<file path="src/rtl/kbd_pkg.sv">
// Shared HID usage codes and FSM encoding for the keycode report builder.
// Used by keycode_report_builder and krb_slot_match.
package kbd_pkg;

  localparam logic [7:0] KEY_NONE         = 8'h00;
  localparam logic [7:0] KEY_ERR_ROLLOVER = 8'h01;
  localparam logic [7:0] KEY_A            = 8'h04;
  localparam logic [7:0] KEY_D            = 8'h07;
  localparam logic [7:0] KEY_S            = 8'h16;
  localparam logic [7:0] KEY_W            = 8'h1A;

  typedef enum logic [1:0] {
    IDLE,
    MATCH,
    UPDATE
  } krb_state_t;

endpackage

</file>
<file path="src/rtl/krb_slot_match.sv">
// Combinational lookup of one code against the held-key table.
// Reports whether the code is held and where it sits, and the lowest empty slot.
module krb_slot_match #(
  parameter int NUM_SLOTS = 4,
  parameter int IDX_W     = 2
) (
  input  logic [NUM_SLOTS-1:0][7:0] key_table,
  input  logic [7:0]                code,
  output logic                      hit,
  output logic [IDX_W-1:0]          hit_idx,
  output logic                      has_free,
  output logic [IDX_W-1:0]          free_idx
);
  import kbd_pkg::*;

  // Walk from the top slot down so the lowest matching index wins.
  always_comb begin
    hit      = 1'b0;
    hit_idx  = '0;
    has_free = 1'b0;
    free_idx = '0;
    for (int i = NUM_SLOTS - 1; i >= 0; i--) begin
      if (key_table[i] == code) begin
        hit     = 1'b1;
        hit_idx = IDX_W'(i);
      end
      if (key_table[i] == KEY_NONE) begin
        has_free = 1'b1;
        free_idx = IDX_W'(i);
      end
    end
  end

endmodule

</file>
<file path="src/rtl/keycode_report_builder.sv">
// Held-key table fed by make/break events (accept -> table update in 3 edges, one event per 3 cycles).
// Snapshot onto keycode on frame_tick; KRB_ROLLOVER_EN adds the overflow counter and 8'h01 error fill.
module keycode_report_builder #(
  parameter int NUM_SLOTS = 4
`ifdef KRB_ROLLOVER_EN
  , parameter int OVF_W   = 4
`endif
) (
  input  logic                   Clk,
  input  logic                   Reset_n,
  input  logic                   ev_valid,
  input  logic [7:0]             ev_code,
  input  logic                   ev_make,
  output logic                   ev_ready,
  input  logic                   frame_tick,
  input  logic                   clear,
  output logic [8*NUM_SLOTS-1:0] keycode,
  output logic [2:0]             key_count,
  output logic                   rollover
);
  import kbd_pkg::*;

  localparam int IDX_W = (NUM_SLOTS > 1) ? $clog2(NUM_SLOTS) : 1;

  krb_state_t state_q, state_d;

  logic [NUM_SLOTS-1:0][7:0] key_table;
  logic [NUM_SLOTS-1:0][7:0] table_shr;
  logic [7:0]                ev_code_q;
  logic                      ev_make_q;
  logic                      accept;
  logic                      upd_vld;
  logic                      snapshot_err;

  logic             hit_c, has_free_c;
  logic [IDX_W-1:0] hit_idx_c, free_idx_c;
  logic             hit_q, has_free_q;
  logic [IDX_W-1:0] hit_idx_q, free_idx_q;

  assign ev_ready  = (state_q == IDLE) && Reset_n && !clear;
  assign accept    = ev_valid && ev_ready;
  assign upd_vld   = (state_q == UPDATE) && (ev_code_q != KEY_NONE);
  assign table_shr = key_table >> 8;

  always_ff @(posedge Clk) begin
    if (!Reset_n) state_q <= IDLE;
    else          state_q <= state_d;
  end

  always_comb begin
    state_d = state_q;
    if (clear) begin
      state_d = IDLE;
    end else begin
      case (state_q)
        IDLE:    if (accept) state_d = MATCH;
        MATCH:   state_d = UPDATE;
        UPDATE:  state_d = IDLE;
        default: state_d = IDLE;
      endcase
    end
  end

  always_ff @(posedge Clk) begin
    if (!Reset_n) begin
      ev_code_q <= KEY_NONE;
      ev_make_q <= 1'b0;
    end else if (accept) begin
      ev_code_q <= ev_code;
      ev_make_q <= ev_make;
    end
  end

  krb_slot_match #(
    .NUM_SLOTS (NUM_SLOTS),
    .IDX_W     (IDX_W)
  ) u_match (
    .key_table (key_table),
    .code      (ev_code_q),
    .hit       (hit_c),
    .hit_idx   (hit_idx_c),
    .has_free  (has_free_c),
    .free_idx  (free_idx_c)
  );

  always_ff @(posedge Clk) begin
    if (!Reset_n) begin
      hit_q      <= 1'b0;
      hit_idx_q  <= '0;
      has_free_q <= 1'b0;
      free_idx_q <= '0;
    end else if (state_q == MATCH) begin
      hit_q      <= hit_c;
      hit_idx_q  <= hit_idx_c;
      has_free_q <= has_free_c;
      free_idx_q <= free_idx_c;
    end
  end

  // A break closes the gap by pulling every higher slot down one, keeping press order.
  always_ff @(posedge Clk) begin
    if (!Reset_n || clear) begin
      key_table <= '0;
      key_count <= '0;
    end else if (upd_vld) begin
      if (ev_make_q) begin
        if (!hit_q && has_free_q) begin
          key_table[free_idx_q] <= ev_code_q;
          key_count             <= key_count + 3'd1;
        end
      end else if (hit_q) begin
        for (int i = 0; i < NUM_SLOTS; i++) begin
          if (i >= int'(hit_idx_q)) key_table[i] <= table_shr[i];
        end
        key_count <= key_count - 3'd1;
      end
    end
  end

`ifdef KRB_ROLLOVER_EN
  logic [OVF_W-1:0] ovf_q, ovf_d;

  always_comb begin
    ovf_d = ovf_q;
    if (upd_vld && !hit_q) begin
      if (ev_make_q && !has_free_q && (ovf_q != '1)) ovf_d = ovf_q + 1'b1;
      else if (!ev_make_q && (ovf_q != '0))          ovf_d = ovf_q - 1'b1;
    end
  end

  always_ff @(posedge Clk) begin
    if (!Reset_n || clear) begin
      ovf_q    <= '0;
      rollover <= 1'b0;
    end else begin
      ovf_q    <= ovf_d;
      rollover <= (ovf_d != '0);
    end
  end

  assign snapshot_err = (ovf_q != '0);
`else
  assign rollover     = 1'b0;
  assign snapshot_err = 1'b0;
`endif

  // Snapshot reflects the table as registered before any same-edge update or clear.
  always_ff @(posedge Clk) begin
    if (!Reset_n)        keycode <= '0;
    else if (frame_tick) keycode <= snapshot_err ? {NUM_SLOTS{KEY_ERR_ROLLOVER}} : key_table;
  end

endmodule

</file>
<file path="config.mk">
export PLATFORM = sky130hd
export DESIGN_NAME = keycode_report_builder
export DESIGN_NICKNAME = d
export VERILOG_FILES = /design/src/rtl/kbd_pkg.sv /design/src/rtl/krb_slot_match.sv /design/src/rtl/keycode_report_builder.sv
export SDC_FILE = /design/constraint.sdc
export NUM_CORES = 1
export LEC_CHECK = 0
export CAP_MARGIN = 25
export CELL_PAD_IN_SITES_DETAIL_PLACEMENT = 0
export CELL_PAD_IN_SITES_GLOBAL_PLACEMENT = 1
export CORE_MARGIN = 2
export CORE_UTILIZATION = 42
export DETAILED_ROUTE_END_ITERATION = 12
export GPL_TIMING_DRIVEN = 1
export PLACE_DENSITY = 0.76
export SYNTH_ARGS = -nofsm -noshare
export SYNTH_HDL_FRONTEND = slang
export SYNTH_SLANG_ARGS = --single-unit
</file>
<file path="constraint.sdc">
create_clock -name Clk -period 2.6 [get_ports Clk]
set_input_delay 0.52 -clock Clk [delete_from_list [all_inputs] [get_ports Clk]]
set_output_delay 0.52 -clock Clk [all_outputs]
set_load 0.02 [all_outputs]
</file>
==> results.sh <==
export IMPL_netlist_area_sq_um=4010
export IMPL_track_usage_pct=19.7
export IMPL_path_max_fanout=2
export IMPL_nNetsFinal=509
export IMPL_clock_skew_ns=0.0119
export IMPL_crit_type="primary input to output pin"
export IMPL_drt_antenna_violating_nets=0
export IMPL_ys_types=38
export IMPL_hold_path_class="flop to flop"
export IMPL_cp_data_arrival_time_ns=1.60
export IMPL_seq_area_sq_um=1680
export IMPL_slew_violations=0
export IMPL_ys_seq_elements=84
export IMPL_grt_pass1_wl_mm=15.8
export IMPL_tritoncts="done"
export IMPL_post_route_period_util_pct=81.4
export IMPL_ir_worst_vdd_v=0.000317
export IMPL_numClockSinks=84
export IMPL_final_cell_mix="dfxtp_1 (84), clkdlybuf4s50_1 (47), nor2b_1 (42), mux2i_1 (42), nand2_1 (34)"
export IMPL_power_density_nw_per_um2=499
export IMPL_synthFlopType="dfxtp_1"
export IMPL_wl_per_cell_um=15.6
export IMPL_yosys_warnings=0
export IMPL_antenna_cells=0
export IMPL_power_leakage_uw=0.00176
export IMPL_grt_pass1_vias=3106
export IMPL_route_detailed_drc=0
export IMPL_grt_overflow_total=0
export IMPL_timing_final_ws_setup_ns=0.482
export IMPL_multiInputGateArea_sq_um=2150
export IMPL_maxCapViolations=0
export IMPL_dr_total_vias=3318
export IMPL_pwr_share_seq_pct=53.8
export IMPL_worstMarginPinSlew_ns=0.674
export IMPL_synth_nets=465
export IMPL_min_period_ns=2.12
export IMPL_antenna_found_initial=0
export IMPL_synth_area_leaders="dfxtp_1 (42%), mux2i_1 (10%), nor2b_1 (6.6%)"
export IMPL_clockBufferDepth=2
export IMPL_fillerInstances=913
export IMPL_portBuffers=49
export IMPL_viasPerCell=5.28
export IMPL_finalPower_uw=2410
export IMPL_hold_buffers=0
export IMPL_grt_max_degree=49
export IMPL_rsz0062_at_grt="no"
export IMPL_synth_top_cell_area_share_pct=41.9
export IMPL_clockRootBuffer="clkbuf_8"
export IMPL_drt_iter0_drc=196
export IMPL_end_kind="output pin"
export IMPL_final_area_sq_um=4840
export IMPL_synth_top_cell_by_area="dfxtp_1"
export IMPL_area_delta_synth_final_pct=20.7
export IMPL_maxClockFrequency_mhz=472
export IMPL_fin_tns_setup_ns=0
export IMPL_gp_congestion=0.808
export IMPL_dpl_cell_area_sq_um=4640
export IMPL_post_route_util_pct=52.4
export IMPL_syn_inst=450
export IMPL_p_comb_share_pct=7.2
export IMPL_rows=35
export IMPL_synth_edf_count=0
export IMPL_routed_wl_mm=9.80
export IMPL_start_kind="primary input"
export IMPL_p_sw_share_pct=24.7
export IMPL_layout_drive_gt1_share_pct=8.02
export IMPL_coreArea_sq_um=9240
export IMPL_dieWidth_um=102
export IMPL_crit_required_ns=2.08
export IMPL_r2r_cells=5
export IMPL_power_switching_uw=596
export IMPL_fp_dieArea_sq_um=10300
export IMPL_dp_slack_ns=0.0364
export IMPL_cts_htree_levels=3
export IMPL_dr_pass1_iters=4
export IMPL_min_path_cells=2
export IMPL_die_y_um=102
export IMPL_insertion_delay_ns=0.35
export IMPL_start_util_pct=43.4
export IMPL_synthArstFlopShare_pct=0
export IMPL_cts_buffers_inserted=9
export IMPL_io_pins=51
export IMPL_status="finished clean"
export IMPL_finalHoldViolCount=0
export IMPL_maxSlewHeadroom_pct=55.1
export IMPL_clkPwrFrac_pct=38.9
export IMPL_setup_viol=0
export IMPL_clk_pin_slew_ns=0.08
export IMPL_p_int_uw=1820
export IMPL_layout_commonest_cell="dfxtp_1"
export IMPL_yosysSeqAreaShare_pct=41.9
export IMPL_hpwl_mm=6.78
export IMPL_syn_avg_cell_area_sq_um=8.91
[worst paths after layout]
path / startpoint / to / slack [ns]
setup / recovery: Reset_n / ev_ready / 0.48
setup reg to reg: ev_make_q$_SDFFE_PN0P_ / key_table[20]$_SDFFE_PP0P_ / 0.60
hold / removal: key_count[2]$_SDFFE_PP0P_ / key_count[2]$_SDFFE_PP0P_ / 0.50
hold reg to reg: key_count[2]$_SDFFE_PP0P_ / key_count[2]$_SDFFE_PP0P_ / 0.50
[cell usage after synthesis, drive strengths merged (2+ instances only)]
master and count:
a211oi 17, a21boi 11, a21oi 17, a221oi 2, a311oi 3, a31oi 16, buf 18, clkbuf 16
dfxtp 84, inv 5, mux2i 42, nand2 34, nand2b 7, nand3 21, nand4 7, nor2 33
nor2b 42, nor3 3, nor4 12, o21ai 10, or3 6, or4 2, xnor2 17, xor2 17
[critical path, cell delays in order]
cell and delay (ns):
clkdlybuf4s50_1 0.47, nand2b_1 0.07, nor3_1 0.25, dlymetal6s2s_1 0.28
[layer usage]
layer,global-route usage [%],routed length (um),part of all wire [%],up-vias
met1,26.9,4740,48,1542
li1,-,-,-,1669
met5,0,0,0,-
met4,6.44,134,1.4,0
met2,31.1,4420,45,92
met3,4.14,505,5.2,15
[logic make-up after synthesis]
| group | count (synthesis) | synth area share [%] |
|---|---|---|
| multiplexers | 42 | 10.5 |
| AND/OR/NAND/NOR | 169 | 21.6 |
| flip-flops | 84 | 41.9 |
| XOR/XNOR | 34 | 7.42 |
| buffers and inverters | 40 | 4.40 |
| other | 1 | 0.0935 |
| AO/OA/AOI/OAI | 79 | 13.6 |
| adder cells (fa/ha/maj) | 1 | 0.499 |
[flip-flops by register name, indices dropped and copies added, names as in the netlist]
name,cells
key_table,32
keycode,32
ev_code_q,8
key_count,3
free_idx_q,2
hit_idx_q,2
state_q,2
ev_make_q,1
has_free_q,1
hit_q,1
[through the flow]
stage / hold WS [ns] / cells
floorplan: 0.458 / 450
global placement: 0.474 / 612
detailed placement: 0.491 / 612
CTS: 0.504 / 628
global route: 0.534 / 628
finish: 0.502 / 628
[repair_timing]
action,in CTS,in global routing
hold endpoints to repair,0,0
buffers inserted,0,0
setup endpoints to repair,0,1
gates resized for setup,0,1
[area by class of cell]
type / count / area share (%)
inverters: 6 / 0.465
repair buffers: 67 / 12.9
multi-input cells: 326 / 44.5
clock inverters: 7 / 1.55
clock buffers: 9 / 2.56
well taps: 129 / 3.33
flip-flops and latches: 84 / 34.7
[power by group through the flow]
stage | combinational [uW] | clock, uW | sequential [uW]
after floorplan | 120 | 0 | 1330
after global placement | 173 | 0 | 1330
after detailed placement | 176 | 0 | 1330
after CTS | 176 | 961 | 1300
after global routing | 191 | 1010 | 1300
final | 175 | 939 | 1300
Power figures use the tool's default switching activity.
